--- config.mk ---
export PLATFORM = sky130hd
export DESIGN_NAME = mux32_arbiter
export DESIGN_NICKNAME = d
export VERILOG_FILES = /design/src/rtl/mux32_arbiter_pkg.sv /design/src/rtl/mux32_arbiter_mux32.sv /design/src/rtl/mux32_arbiter.sv
export SDC_FILE = /design/constraint.sdc
export NUM_CORES = 1
export LEC_CHECK = 0
export CELL_PAD_IN_SITES_DETAIL_PLACEMENT = 1
export CELL_PAD_IN_SITES_GLOBAL_PLACEMENT = 1
export CORE_ASPECT_RATIO = 1.5
export CORE_MARGIN = 5
export CORE_UTILIZATION = 43
export CTS_CLUSTER_SIZE = 24
export DETAILED_ROUTE_END_ITERATION = 10
export GPL_TIMING_DRIVEN = 0
export MAX_ROUTING_LAYER = met4
export PLACE_DENSITY_LB_ADDON = 0.1
export SYNTH_ARGS = -nofsm -noshare
export SYNTH_HDL_FRONTEND = slang
export SYNTH_SLANG_ARGS = --single-unit
--- constraint.sdc ---
create_clock -name clk -period 6.8 [get_ports clk]
set_clock_uncertainty 0.15 [all_clocks]
set_input_delay 0.68 -clock clk [delete_from_list [all_inputs] [get_ports clk]]
set_output_delay 0.68 -clock clk [all_outputs]
set_load 0.02 [all_outputs]
--- src/rtl/mux32_arbiter_pkg.sv ---
// Shared types and constants for the 32-requester round-robin arbiter.
package mux32_arbiter_pkg;

  localparam int unsigned NUM_REQ = 32;
  localparam int unsigned SEL_W   = 5;

  typedef enum logic {
    IDLE = 1'b0,
    BUSY = 1'b1
  } state_t;

endpackage

--- src/rtl/mux32_arbiter_mux32.sv ---
// 32:1 data mux, N bits per input; input i lives at in_data[i*N +: N].
module mux32
  import mux32_arbiter_pkg::*;
#(
  parameter int unsigned N = 1
) (
  input  logic [NUM_REQ*N-1:0] in_data,
  input  logic [SEL_W-1:0]     sel,
  output logic [N-1:0]         out_data
);

  assign out_data = in_data[sel*N +: N];

endmodule

--- src/rtl/mux32_arbiter.sv ---
// Round-robin arbiter over 32 requesters with lock-extended bursts and a muxed output beat.
// Optional stall watchdog enabled by defining MUX32_ARBITER_TIMEOUT_EN.
module mux32_arbiter
  import mux32_arbiter_pkg::*;
#(
  parameter int unsigned N       = 1,
  parameter int unsigned TIMEOUT = 16
) (
  input  logic                 clk,
  input  logic                 rst,
  input  logic [NUM_REQ-1:0]   req,
  input  logic [NUM_REQ-1:0]   lock,
  input  logic [NUM_REQ*N-1:0] in_data,
  output logic [NUM_REQ-1:0]   grant,
  output logic [SEL_W-1:0]     select,
  output logic [N-1:0]         out_data,
  output logic                 out_valid,
  input  logic                 out_ready
`ifdef MUX32_ARBITER_TIMEOUT_EN
  ,
  output logic                 timeout
`endif
);

  state_t               r_state, w_state_nxt;
  logic [SEL_W-1:0]     r_ptr, w_ptr_nxt;
  logic [SEL_W-1:0]     r_select, w_select_nxt;
  logic [NUM_REQ-1:0]   r_grant, w_grant_nxt;
  logic                 r_out_valid, w_valid_nxt;
  logic [SEL_W-1:0]     w_winner;
  logic                 w_found;
  logic                 w_hs;
  logic                 w_expire;

  assign w_hs = r_out_valid && out_ready;

  // First set request at or above r_ptr, wrapping 31 -> 0.
  always_comb begin
    logic [SEL_W-1:0] idx;
    w_winner = '0;
    w_found  = 1'b0;
    idx      = '0;
    for (int k = 0; k < NUM_REQ; k++) begin
      idx = r_ptr + SEL_W'(k);
      if (!w_found && req[idx]) begin
        w_winner = idx;
        w_found  = 1'b1;
      end
    end
  end

`ifdef MUX32_ARBITER_TIMEOUT_EN
  localparam int unsigned CNT_W = (TIMEOUT > 1) ? $clog2(TIMEOUT + 1) : 1;

  logic [CNT_W-1:0] r_stall, w_stall_nxt;
  logic             r_timeout;

  assign w_expire = (r_state == BUSY) && r_out_valid && !out_ready &&
                    (r_stall == CNT_W'(TIMEOUT - 1));

  // Consecutive stall cycles; cleared by handshake, expiry and any non-BUSY cycle.
  always_comb begin
    w_stall_nxt = r_stall;
    if ((r_state != BUSY) || w_hs || w_expire) begin
      w_stall_nxt = '0;
    end else if (!out_ready) begin
      w_stall_nxt = r_stall + CNT_W'(1);
    end
  end

  always_ff @(posedge clk or posedge rst) begin
    if (rst) begin
      r_stall   <= '0;
      r_timeout <= 1'b0;
    end else begin
      r_stall   <= w_stall_nxt;
      r_timeout <= w_expire;
    end
  end

  assign timeout = r_timeout;
`else
  logic w_unused_timeout;
  assign w_unused_timeout = ^32'(TIMEOUT);
  assign w_expire         = 1'b0;
`endif

  // Next-state and registered outputs.
  always_comb begin
    w_state_nxt  = r_state;
    w_ptr_nxt    = r_ptr;
    w_select_nxt = r_select;
    w_grant_nxt  = r_grant;
    w_valid_nxt  = r_out_valid;
    case (r_state)
      IDLE: begin
        w_grant_nxt = '0;
        w_valid_nxt = 1'b0;
        if (w_found) begin
          w_state_nxt  = BUSY;
          w_select_nxt = w_winner;
          w_grant_nxt  = NUM_REQ'(1) << w_winner;
          w_valid_nxt  = 1'b1;
        end
      end
      BUSY: begin
        if ((w_hs && !(lock[r_select] && req[r_select])) || w_expire) begin
          w_state_nxt = IDLE;
          w_ptr_nxt   = r_select + SEL_W'(1);
          w_grant_nxt = '0;
          w_valid_nxt = 1'b0;
        end
      end
      default: w_state_nxt = IDLE;
    endcase
  end

  always_ff @(posedge clk or posedge rst) begin
    if (rst) begin
      r_state     <= IDLE;
      r_ptr       <= '0;
      r_select    <= '0;
      r_grant     <= '0;
      r_out_valid <= 1'b0;
    end else begin
      r_state     <= w_state_nxt;
      r_ptr       <= w_ptr_nxt;
      r_select    <= w_select_nxt;
      r_grant     <= w_grant_nxt;
      r_out_valid <= w_valid_nxt;
    end
  end

  assign grant     = r_grant;
  assign select    = r_select;
  assign out_valid = r_out_valid;

  mux32 #(.N(N)) u_mux32 (
    .in_data  (in_data),
    .sel      (r_select),
    .out_data (out_data)
  );

endmodule

# Word level (Yosys, flattened, before mapping)

Index checks and enable logic that the tools add are counted.

Register bits after elaboration: 44
Input port bits: 99
Word-level logic and storage cells: 282

Add/sub/neg operators: 32
Magnitude comparators: 33
Equal/unequal tests: 1
Shifts and indexed selects: 2
Muxes and demuxes: 140
Bitwise gates (word level): 1
Reduce and logical (&&, ||, !) cells: 68

Operators by type and width:

| cell                   | count |
|---|---|
| $lt A5 B6 Y1 const B   | 33 |
| $bmux W1 S5            | 34 |
| $mux W5                | 32 |
| $add A5 B5 Y5 const B  | 16 |
| $mux W1                | 69 |
| $mux W32               | 2 |
| $pmux W32 S2           | 1 |
| $add A5 B4 Y5 const B  | 8 |
| $logic_and A1 B1 Y1    | 34 |
| $logic_not A1 Y1       | 32 |
| $shiftx A32 B6 Y1      | 1 |
| $shl A1 B5 Y32 const A | 1 |
| $add A5 B3 Y5 const B  | 4 |
| $add A5 B1 Y5 const B  | 2 |
| $add A5 B2 Y5 const B  | 2 |
| $pmux W1 S2            | 2 |
| $reduce_and A2 Y1      | 2 |
| $ne A2 B1 Y1 const B   | 1 |
| $not A1 Y1             | 1 |

# Depth between registers and ports, before layout

Word-level depth: 99
Depth in mapped cells: 27
Gate-level depth less buffers: 15

# By module

Synthesis repeated with hierarchy kept, for this count alone.

Cell total of the unflattened synthesis: 1146
Area total of the unflattened synthesis: 9998.3 um^2

Modules (own cells, without submodules):

| module        | instances | cells an instance | area each (um^2) | seq. area each (um^2) |
|---|---|---|---|---|
| mux32_arbiter | 1         | 1105              | 9673.0           | 1101.1 |
| mux32         | 1         | 41                | 325.3            | 0.0 |

# Least setup slack after synthesis

Ideal clock, no wire load.

Kind: register -> register
Start: reg r_ptr[2]
End: reg r_grant[15] (netlist: grant[15])
Library setup time: 0.074 ns
Data arrival time: 5.803 ns
Required time: 6.576 ns
Path slack: 0.772 ns
Stages on the path, launching flop included: 23
Cells stage by stage: dfrtp_1 > clkbuf_1 > buf_2 > clkbuf_1 > clkinv_1 > clkbuf_1 > ha_1 > buf_2 > clkbuf_1 > mux4_2 > mux4_2 > mux2_2 > a2111oi_4 > nand3_2 > nor4_2 > and3_1 > nand2_1 > o221ai_1 > o32ai_1 > a21oi_2 > or3b_1 > buf_6 > o21ai_2

Longest elaborated chain between the ends: 99
Elaborated cells on any way between the ends: 224
Classes of those cells: add/sub (31); shift (1); mux (130); reduce/logical (62)

RTL lines:

| element                                                                | line                 | RTL |
|---|---|---|
| start, declared                                                        | mux32_arbiter.sv:26  | `logic [SEL_W-1:0] r_ptr, w_ptr_nxt;` |
| start signal, assigned                                                 | mux32_arbiter.sv:127 | `r_ptr <= w_ptr_nxt;` |
| parallel branches: the longest is 97 deep, another holds $add A5 B1 Y5 | -                    |  |
| $mux W32 (*)                                                           | mux32_arbiter.sv:99  | `if (w_found) begin` |
| $pmux W32 S2 (*)                                                       | mux32_arbiter.sv:95  | `case (r_state)` |
| end signal, assigned                                                   | mux32_arbiter.sv:129 | `r_grant <= w_grant_nxt;` |
| end, declared                                                          | mux32_arbiter.sv:28  | `logic [NUM_REQ-1:0] r_grant, w_grant_nxt;` |

Every way passes the cells marked *. The select of a mux whose other input is x is not followed.
A chain may end at the register's enable or synchronous reset.

# Final worst setup path

Start: reg r_ptr[2]
End: reg r_grant[12] (netlist: grant[12])

The elaborated chain is that of the path after synthesis.

==> out/qor.txt <==
via/cell ratio = 7.297
Final Hold Slack = 332.2 ps
HPWL after DPL = 38230 um
die outline width = 133.2 um
max incr delay on CP = 500 ps
CP Buf/Inv Count = 9
synthesized netlist cell count = 1133
worst path required time = 6860 ps
initial antenna violation count = 1
Crit-path slowest cell = mux4_2
Final Cycle Share = 0.9813
Max Cap Viol = 0
synth unique cells = 88
Hold Crit Class = register to register
final wirelength = 49510 um
post-synthesis async set-or-reset flop share = 1.000
Final setup viols = 0
most common flop cell mapped by yosys = dfrtp_1
Final Wtd Congestion = 1.021
most used cell, CP = clkbuf_4
Slew Limit Fails = 0
largest net degree at the start of global routing = 44
crit end category = register
#FFs+latches synth = 44
met2 usage = 0.6138
count leader, synth = nand2_1
Layout area overhead = 23.26%
WS Path Type = register to register
Slew HR = 0.1235
Clk Latency, worst-skew pair = 280 ps
final-report hold violation count = 0
CTS tree = yes
Syn Std Cell Area = 9784 um^2
post-synth top area share = 0.2210
GRT busiest layer = met2
WL/cell = 31.78 um
Final min period = 6673 ps
crit start category = register
core area = 22380 um^2
Worst-path clk slew = 60 ps
highest clock rate = 0.1499 GHz
FF+latch area = 1104 um^2
Buffers on Ports = 113
vias in the first global route = 11.86k
Finished Cell Area = 12060 um^2
fin nets = 1394
total CTS buffers = 5
sequential area share after synthesis = 0.1125
cells along the critical path = clkbuf_2, clkbuf_4, clkbuf_4, inv_4, buf_4, ha_1, clkbuf_4, clkbuf_4, mux4_2, mux4_2, mux2_2, a2111oi_4, buf_4, nand3_2, nor4_4, and3_1, nand2_1, o221ai_2, o32ai_2, a21oi_2, or3b_1, buf_6, o21ai_2
Post-synth EDFFs = 0
area occupied by multi-input gates = 8422 um^2
Clock Sinks = 44
fraction of layout cells with a size suffix above 1 = 0.2381
syn nets = 1246
H-tree depth = 2
met3 usage = 0.06880
first-pass GRT wire length = 73090 um
Commonest cells post-synth = nand2_1, mux4_2, mux2i_1
# DRC = 0
Initial Util = 0.4371
cell taking the most area after synthesis = mux4_2
io pins = 138
die footprint = 25930 um^2
post-place instance area = 11280 um^2
Crit Path Max Fanout = 15
Root Buffer = clkbuf_16
Layout fillers = 2655
largest cells by area after synthesis = mux4_2, dfrtp_1, mux2i_1, nand2_1, mux2_2
Crit path max-delay family = buffers and inverters
syn_area_per_cell = 8.636 um^2
Post-DRT Antenna Nets = 0
met1 usage = 0.4098
outcome = complete, no violations
Initial DRC Count = 1003
Arr. time, crit path = 6730 ps
Pre-antenna DRT Iters = 5
die height = 194.7 um
synth warn = 0
Core Rows = 67
total track usage = 0.3783
Clock Path Buffers = 2
worst-margin pin slew = 1305 ps
grt ovf = 0
total vias in the final route = 11.37k
==> final cells by class <==
| class | count | share of cell area |
|---|---|---|
| multi-input combinational | 967 | 0.6983 |
| timing repair buffer | 145 | 0.1158 |
| sequential | 44 | 0.09150 |
| buffer | 100 | 0.04783 |
| tap | 276 | 0.02863 |
| clock buffer | 5 | 0.01037 |
| inverter | 18 | 0.006328 |
| clock inverter | 2 | 0.001037 |
| antenna | 1 | 0.0002075 |
==> worst register-to-register path, cell delays in order (launching register included) <==
cell       delay [ps]
dfrtp_2           460
clkbuf_2          260
clkbuf_4          280
clkbuf_4          290
inv_4             120
buf_4             250
ha_1              380
clkbuf_4          240
clkbuf_4          260
mux4_2            350
mux4_2            500
mux2_2            430
a2111oi_4         310
buf_4             200
nand3_2           200
nor4_4            300
and3_1            300
nand2_1            90
o221ai_2          120
o32ai_2           160
a21oi_2           250
or3b_1            400
buf_6             160
o21ai_2           150
==> cells in the final DEF, fill, tap and decap left out, drive strengths merged, types with 6 or more instances in the layout <==
cell           instances
mux4                  96
nand4b                 6
dfrtp                 44
or3                    9
mux2                  50
nand4                 18
a31oi                  9
nor3                  27
nand2                136
o211ai                26
mux2i                 88
nand3                 61
xor2                   6
nor4                  13
o22ai                 19
nor2b                  8
clkdlybuf4s50        113
a21oi                 49
inv                   16
a22oi                  6
and2                   6
clkbuf                62
and3                  12
o22a                   6
o31ai                  7
nor2                  62
a211oi                16
o21ai                 86
nand2b                 9
xnor2                 26
buf                   74
a41oi                  6
a21o                   7
a32oi                  6
ha                    14
==> sequential cells by signal, summed over array words and instances (netlist names) <==
name       flops
grant         32
select         5
r_state        1
out_valid      1
r_ptr          5
==> final timing paths <==
path | from | endpoint | slack, ps | cells after the start
min in group asynchronous | rst | grant[18] | 410 | 2
min reg2reg | grant[31] | grant[31] | 330 | 2
max reg2reg | r_ptr[2] | grant[12] | 130 | 23
min | grant[31] | grant[31] | 330 | 2
max | r_ptr[2] | grant[12] | 130 | 23
max in group asynchronous | rst | r_ptr[1] | 5670 | 3
==> layer usage <==
layer	part of all wire	up-vias
met3	0.082	285
li1	-	4767
met5	0	-
met1	0.35	5553
met2	0.47	764
met4	0.10	0
==> metrics by stage <==
step           TNS, ps    util  instances  setup WS (ps)
2_1_floorplan        0       -       1133          772.2
3_3_place_gp    -66040  0.5031       1522          -1880
3_5_place_dp    -71680  0.5040       1523          -2035
6_report             0  0.5388       1558          127.0
4_1_cts              0  0.5257       1539          26.18
5_1_grt         -339.7  0.5388       1558         -59.59
==> cells by family after synthesis <==
family          count (synthesis)  share of synthesized area
mux                           234                     0.3685
simple gates                  392                     0.2049
compound gates                295                     0.2070
fa+ha+maj                      14                    0.01790
flops                          44                     0.1125
xor+xnor                       32                    0.02864
buf+inv                       122                    0.06049
==> timing repair <==
item	4_1_cts	5_1_grt
pin swaps	9	12
gates resized for setup	65	39
setup endpoints to repair	39	35
buffers inserted	11	20
hold buffers	0	0
Power is not shown: default switching activity piles up to over one toggle a cycle in this logic, so the estimate is an artifact.
